**src/rtl/uart_rx_ctrl_pkg.sv**
```systemverilog
// -----------------------------------------------------------------------------
// uart_rx_ctrl_pkg
// Shared types and constants for the UART RX path controller.
//   rx_ctrl_state_t : controller FSM states (IDLE, HOLD, FLUSH)
//   IRQ_*           : bit positions inside the 3-bit sticky interrupt vector
//   DEFAULT_OSR     : default oversample ticks per bit
// -----------------------------------------------------------------------------
package uart_rx_ctrl_pkg;

    typedef enum logic [1:0] {
        IDLE  = 2'd0,
        HOLD  = 2'd1,
        FLUSH = 2'd2
    } rx_ctrl_state_t;

    localparam int IRQ_WMARK   = 0;
    localparam int IRQ_TO      = 1;
    localparam int IRQ_OVRN    = 2;
    localparam int IRQ_W       = 3;

    localparam int DEFAULT_OSR = 16;

endpackage

```
**src/rtl/uart_rx_ctrl_timer.sv**
```systemverilog
// -----------------------------------------------------------------------------
// rx_timeout_timer
// Character-timeout timer. A tick sub-counter divides osr_tick_i down to
// bit-times; a bit counter counts idle bit-times up to timeout_i, then holds.
//   clk_i       : system clock
//   reset_n_i   : asynchronous active-low reset
//   osr_tick_i  : oversample tick, one cycle wide
//   clear_i     : synchronous clear of both counters
//   timeout_i   : idle timeout in bit-times
//   expired_o   : one-cycle pulse on the tick that brings the count to timeout_i
// -----------------------------------------------------------------------------
module rx_timeout_timer #(
    parameter int OSR  = 16,
    parameter int TO_W = 8
) (
    input  logic            clk_i,
    input  logic            reset_n_i,
    input  logic            osr_tick_i,
    input  logic            clear_i,
    input  logic [TO_W-1:0] timeout_i,
    output logic            expired_o
);

    localparam int TICK_W = (OSR > 1) ? $clog2(OSR) : 1;

    logic [TICK_W-1:0] tick_cnt_q;
    logic [TO_W-1:0]   bit_cnt_q;
    logic [TO_W-1:0]   bit_cnt_inc;
    logic              tick_wrap;
    logic              saturated;

    assign tick_wrap   = (tick_cnt_q == TICK_W'(OSR - 1));
    assign bit_cnt_inc = bit_cnt_q + TO_W'(1);

    // Once the count has reached the programmed timeout (or the counter is
    // all-ones) the timer freezes, so an expiry fires exactly once per idle
    // period and cannot retrigger until something clears it.
    assign saturated = (bit_cnt_q == timeout_i) || (bit_cnt_q == '1);

    assign expired_o = !clear_i && osr_tick_i && tick_wrap && !saturated &&
                       (bit_cnt_inc == timeout_i);

    always_ff @(posedge clk_i or negedge reset_n_i) begin
        if (!reset_n_i) begin
            tick_cnt_q <= '0;
            bit_cnt_q  <= '0;
        end else if (clear_i) begin
            tick_cnt_q <= '0;
            bit_cnt_q  <= '0;
        end else if (osr_tick_i && !saturated) begin
            if (tick_wrap) begin
                tick_cnt_q <= '0;
                bit_cnt_q  <= bit_cnt_inc;
            end else begin
                tick_cnt_q <= tick_cnt_q + TICK_W'(1);
            end
        end
    end

endmodule

```
**src/rtl/uart_rx_ctrl.sv**
```systemverilog
// -----------------------------------------------------------------------------
// uart_rx_ctrl
// Sequences the UART RX path: gates the RX engine, drains the show-ahead RX
// FIFO into a valid/ready byte stream, flushes the FIFO on command and keeps
// sticky watermark / character-timeout / overrun interrupts.
//   clk_i, reset_n_i     : clock, asynchronous active-low reset
//   osr_tick_i           : oversample tick
//   ctrl_en_i            : RX enable request          -> rx_en_o
//   drain_en_i           : auto-drain FIFO to the stream port
//   flush_i              : pulse, discard FIFO contents and held byte
//   wmark_i, timeout_i   : watermark level / idle timeout (0 disables)
//   irq_ack_i            : write-1-to-clear {ovrn,timeout,wmark}
//   rx_busy_i, rx_ovrn_i : RX engine busy, FIFO sticky overrun
//   rx_lvl_i, rx_valid_i, rx_data_i : FIFO occupancy / head valid / head byte
//   rx_fifo_ren_o        : FIFO pop strobe
//   rx_clr_ovrn_o        : FIFO overrun clear strobe
//   m_data_o, m_valid_o, m_ready_i : byte stream
//   irq_o                : sticky {ovrn,timeout,wmark}
//   flush_busy_o         : flush in progress
// -----------------------------------------------------------------------------
module uart_rx_ctrl
    import uart_rx_ctrl_pkg::*;
#(
    parameter int OSR  = DEFAULT_OSR,
    parameter int TO_W = 8
) (
    input  logic             clk_i,
    input  logic             reset_n_i,
    input  logic             osr_tick_i,
    input  logic             ctrl_en_i,
    input  logic             drain_en_i,
    input  logic             flush_i,
    input  logic [4:0]       wmark_i,
    input  logic [TO_W-1:0]  timeout_i,
    input  logic [IRQ_W-1:0] irq_ack_i,
    input  logic             rx_busy_i,
    input  logic             rx_ovrn_i,
    input  logic [4:0]       rx_lvl_i,
    input  logic             rx_valid_i,
    input  logic [7:0]       rx_data_i,
    output logic             rx_en_o,
    output logic             rx_fifo_ren_o,
    output logic             rx_clr_ovrn_o,
    output logic [7:0]       m_data_o,
    output logic             m_valid_o,
    input  logic             m_ready_i,
    output logic [IRQ_W-1:0] irq_o,
    output logic             flush_busy_o
);

    rx_ctrl_state_t   state_q, state_d;
    logic             fifo_pop;
    logic             load_byte;
    logic [7:0]       m_data_q;
    logic             rx_en_q;
    logic [IRQ_W-1:0] irq_q;
    logic [IRQ_W-1:0] irq_set;
    logic [IRQ_W-1:0] irq_d;
    logic             clr_ovrn_q;
    logic             ovrn_prev_q;
    logic             to_clear;
    logic             to_expired;

    // Next-state and pop/load decisions. A flush request outranks every
    // other event outside FLUSH; inside FLUSH it is simply ignored. In HOLD
    // the byte is only released by a handshake, so dropping drain_en_i can
    // never lose a byte already presented on the stream port.
    always_comb begin
        state_d   = state_q;
        fifo_pop  = 1'b0;
        load_byte = 1'b0;
        case (state_q)
            IDLE: begin
                if (flush_i) begin
                    state_d = FLUSH;
                end else if (drain_en_i && rx_valid_i) begin
                    fifo_pop  = 1'b1;
                    load_byte = 1'b1;
                    state_d   = HOLD;
                end
            end
            HOLD: begin
                if (flush_i) begin
                    state_d = FLUSH;
                end else if (m_ready_i) begin
                    if (drain_en_i && rx_valid_i) begin
                        fifo_pop  = 1'b1;
                        load_byte = 1'b1;
                    end else begin
                        state_d = IDLE;
                    end
                end
            end
            FLUSH: begin
                fifo_pop = rx_valid_i;
                if (!rx_valid_i && !rx_busy_i) begin
                    state_d = IDLE;
                end
            end
            default: state_d = IDLE;
        endcase
    end

    // The timeout only runs while bytes sit in the FIFO with the line idle
    // and nobody reading; any of those conditions restarts it.
    assign to_clear = fifo_pop || rx_busy_i || (rx_lvl_i == '0) || (timeout_i == '0);

    rx_timeout_timer #(
        .OSR  (OSR),
        .TO_W (TO_W)
    ) u_timer (
        .clk_i      (clk_i),
        .reset_n_i  (reset_n_i),
        .osr_tick_i (osr_tick_i),
        .clear_i    (to_clear),
        .timeout_i  (timeout_i),
        .expired_o  (to_expired)
    );

    // Sticky interrupts: a set event in the same cycle as its ack wins.
    always_comb begin
        irq_set            = '0;
        irq_set[IRQ_WMARK] = (wmark_i != '0) && (rx_lvl_i >= wmark_i);
        irq_set[IRQ_TO]    = to_expired;
        irq_set[IRQ_OVRN]  = rx_ovrn_i && !ovrn_prev_q;
        irq_d              = irq_set | (irq_q & ~irq_ack_i);
    end

    always_ff @(posedge clk_i or negedge reset_n_i) begin
        if (!reset_n_i) begin
            state_q     <= IDLE;
            m_data_q    <= '0;
            rx_en_q     <= 1'b0;
            irq_q       <= '0;
            clr_ovrn_q  <= 1'b0;
            ovrn_prev_q <= 1'b0;
        end else begin
            state_q     <= state_d;
            if (load_byte) begin
                m_data_q <= rx_data_i;
            end
            rx_en_q     <= ctrl_en_i && (state_q != FLUSH);
            irq_q       <= irq_d;
            clr_ovrn_q  <= irq_ack_i[IRQ_OVRN];
            ovrn_prev_q <= rx_ovrn_i;
        end
    end

    // The pop strobe is combinational, so it is forced low while reset is
    // asserted to keep the FIFO untouched during reset.
    assign rx_fifo_ren_o = fifo_pop && reset_n_i;
    assign rx_en_o       = rx_en_q;
    assign rx_clr_ovrn_o = clr_ovrn_q;
    assign m_data_o      = m_data_q;
    assign m_valid_o     = (state_q == HOLD);
    assign irq_o         = irq_q;
    assign flush_busy_o  = (state_q == FLUSH);

endmodule

```
**config.mk**
```make
export PLATFORM = sky130hd
export DESIGN_NAME = uart_rx_ctrl
export DESIGN_NICKNAME = d
export VERILOG_FILES = /design/src/rtl/uart_rx_ctrl_pkg.sv /design/src/rtl/uart_rx_ctrl_timer.sv /design/src/rtl/uart_rx_ctrl.sv
export SDC_FILE = /design/constraint.sdc
export NUM_CORES = 1
export LEC_CHECK = 0
export ABC_AREA = 0
export CORE_ASPECT_RATIO = 1.5
export CORE_MARGIN = 2
export CORE_UTILIZATION = 45
export CTS_CLUSTER_DIAMETER = 50
export CTS_CLUSTER_SIZE = 14
export DETAILED_ROUTE_END_ITERATION = 7
export MAX_ROUTING_LAYER = met4
export PLACE_DENSITY = 0.77
export SLEW_MARGIN = 5
export SYNTH_ARGS = -nofsm -noshare
export SYNTH_HDL_FRONTEND = slang
export SYNTH_HIERARCHICAL = 1
export SYNTH_SLANG_ARGS = --single-unit
export TNS_END_PERCENT = 30
```
**constraint.sdc**
```tcl
create_clock -name clk_i -period 6.6 [get_ports clk_i]
set_clock_uncertainty 0.1 [all_clocks]
set_input_delay 1.32 -clock clk_i [delete_from_list [all_inputs] [get_ports clk_i]]
set_output_delay 1.32 -clock clk_i [all_outputs]
set_load 0.05 [all_outputs]
```
==> run summary <==
Status: complete, no violations
CTS tree: yes
Pins Over Slew Limit: 0
Most Crowded Layer GR: met2
Fin util: 0.6448
WHS: 0.3430 ns
Switching Share: 0.3269
CTS clk-pin slew, worst paths: 0.09 ns
Met3 usage: 0.02788
Die Span Y: 80.55 um
Psw: 0.1692 mW
Routed WL per cell: 13.77 um
Crit-path cells: clkdlybuf4s50_1 -> buf_4 -> inv_1 -> nor2_1 -> clkdlybuf4s50_1
Synth Flop Type: dfrtp_1
Nets@finish: 282
Hold Path Class: flip-flop to flip-flop
First-pass GRT wire length: 6513 um
Ys async rst share: 1.000
DR vias: 1508
Clock power frac: 0.254
IO Count: 55
Layout cells sized above 1: 0.1149
DP Cell Count: 274
Pleak: 0.9981 nW
Share of the synthesized area in the top cell type: 0.3986
Crit start category: input pin
Worst-path cell with the longest stage delay: clkdlybuf4s50_1
Clock sinks: 28
Slew margin rel.: 0.5515
Via/cell ratio: 5.424
Combinational share of power: 0.353
First DRT Iteration DRCs: 8
Cell-internal power: 0.3483 mW
Post-synth EDFFs: 0
Peak supply drop: 0.3002 mV
CTS hold repair buffers: 0
Grt total ovfl: 0
DIE WIDTH: 55.03 um
Ant diodes: 0
Critical-path maximum fanout: 29
DRC viols: 0
Die area: 4433 um^2
Worst Path Required: 5.18 ns
Final min period: 4.544 ns
Ranking of synthesized cells by area: dfrtp_1 (40%), mux2_2 (7.7%), ha_1 (5.0%)
Vias in the first global route: 1545
# resized after CTS: 0
Post-route ant nets: 0
Hpwl dp: 3055 um
Synth Warn #: 6
Root Buffer: clkbuf_8
Post-synthesis register bit count: 28
Setup WS post-layout: 2.056 ns
Cell count after synthesis: 181
Critical path type: input pin to output pin
Fin crit share: 0.6885
Synthesized area: 1758 um^2
Fillcell total: 337
Layout Cells excl Fill: 278
Grt met1 use: 0.2257
Avg Cell Area, Syn: 9.712 um^2
Drt total wl: 3829 um
Hold Vio Cnt, Final: 0
Syn_nets: 227
Fmax achieved: 220.1 MHz
Core area: 3716 um^2
Final setup viols: 0
Total setup buffers inserted after CTS: 0
Global Route Usage Sum: 0.2015
Sequential power share: 0.393
Max incr delay on CP: 0.83 ns
Port bufs: 54
Pwr/cell area: 216.0 nW/um^2
Yosys cell types: 42
Top cell by count, worst path: clkdlybuf4s50_1
RePlAce Congestion: 0.7517
Crit end category: output pin
Synth area leader: dfrtp_1
Largest net degree at the start of global routing: 30
Sequential area share after synthesis: 0.3986
Worst slack, placed: 2.029 ns
Slew @ Worst Pin: 0.6709 ns
DR pass1 iterations: 4
Met2 usage: 0.3583
Starting density of the core: 0.4731
Max cap viols: 0
Initial antenna violation count: 0
Clk buf depth: 2
RSZ-0062 raised after global routing: false
Layout area overhead: 36.30%
CTS buffer count: 3
Worst Path Arrival: 3.12 ns
Row count: 27
H-tree Lvls: 1
Setup TNS: 0 ns
Clock latency on the worst-skew pair: 0.27 ns
layout make-up:
class	count	area, um^2	share of cell area
multi-input cells	136	977.2	0.4078
flip-flops and latches	28	700.7	0.2924
repair buffers	55	548.0	0.2287
well taps	43	53.80	0.02245
inverters	12	45.04	0.01880
clock buffers	3	41.29	0.01723
clock inverters	1	30.03	0.01253
power by group through the flow:
stage               registers (mW)  clock network, mW  logic [mW]
global route                 0.207              0.146       0.193
finish                       0.204              0.131       0.183
detailed placement           0.206                  0       0.184
global placement             0.206                  0       0.182
floorplan                    0.269                  0      0.0443
CTS                          0.204              0.137       0.185
flip-flops by register name, indices dropped and copies added (netlist names):
signal	cells
ovrn_prev_q	1
state_q	2
rx_en_o	1
u_timer/bit_cnt_q	8
m_data_o	8
u_timer/tick_cnt_q	4
irq_o	3
rx_clr_ovrn_o	1
cell families after synthesis:
logic type | count (synthesis) | synth area share
DFF | 28 | 0.3986
adders and majority gates | 7 | 0.04982
xor gates and xnor gates | 11 | 0.05480
buffers and inverters | 17 | 0.04554
AOI/OAI and AO/OA | 28 | 0.1082
and+or+nand+nor | 75 | 0.2434
muxes | 15 | 0.09965
critical path, delay by kind of cell:
family | cells | cell delay (ns)
buffers and inverters | 4 | 1.69
and+or+nand+nor | 1 | 0.11
stage by stage:
stage | total power [mW] | instance area [um^2]
floorplan | 0.3129 | 1758
global placement | 0.3887 | 2325
detailed placement | 0.3894 | 2325
CTS | 0.5256 | 2396
global route | 0.5465 | 2396
finish | 0.5175 | 2396
cell usage after synthesis (2+ instances only):
master	n
mux2_4	2
a21boi_0	2
nor2_2	3
a21oi_1	9
nor3_1	5
buf_6	2
nor2b_1	11
and3_1	2
nor3b_1	2
xnor2_1	5
inv_1	12
nor4_1	4
nand3_1	8
mux2_2	12
or3_1	5
nand2_1	9
xor2_1	6
or4_1	5
o21ai_0	7
nand2b_1	3
ha_1	7
nor2_1	13
dfrtp_1	28
worst paths after layout:
check | start | to | slack, ns | cells past startpoint
min | ovrn_prev_q | irq_o[2] | 0.34 | 1
max | reset_n_i | rx_fifo_ren_o | 2.06 | 5
min in group asynchronous | reset_n_i | irq_o[1] | 1.32 | 2
min reg2reg | ovrn_prev_q | irq_o[2] | 0.34 | 1
max in group asynchronous | reset_n_i | u_timer/bit_cnt_q[2] | 4.82 | 2
max reg2reg | state_q[1] | irq_o[1] | 4.06 | 7
cells in the final DEF, fill, tap and decap left out, drive strengths merged, types with 2 or more instances in the layout:
cell,n
clkdlybuf4s50,54
dfrtp,28
nor2,16
mux2,14
inv,12
nor2b,11
a21oi,9
nand2,9
nand3,8
ha,7
o21ai,7
xor2,6
or4,6
or3,5
xnor2,5
nor3,5
nor4,4
nand2b,3
clkbuf,3
a21boi,2
nor3b,2
and3,2
nand4,2
layer usage:
layer	up-vias	part of all wire	routed length [um]
li1	752	-	-
met1	725	0.42	1603
met2	29	0.54	2077
met3	2	0.032	123
met4	0	0.0060	23
met5	-	0	0
(Power assumes the default switching activity.)
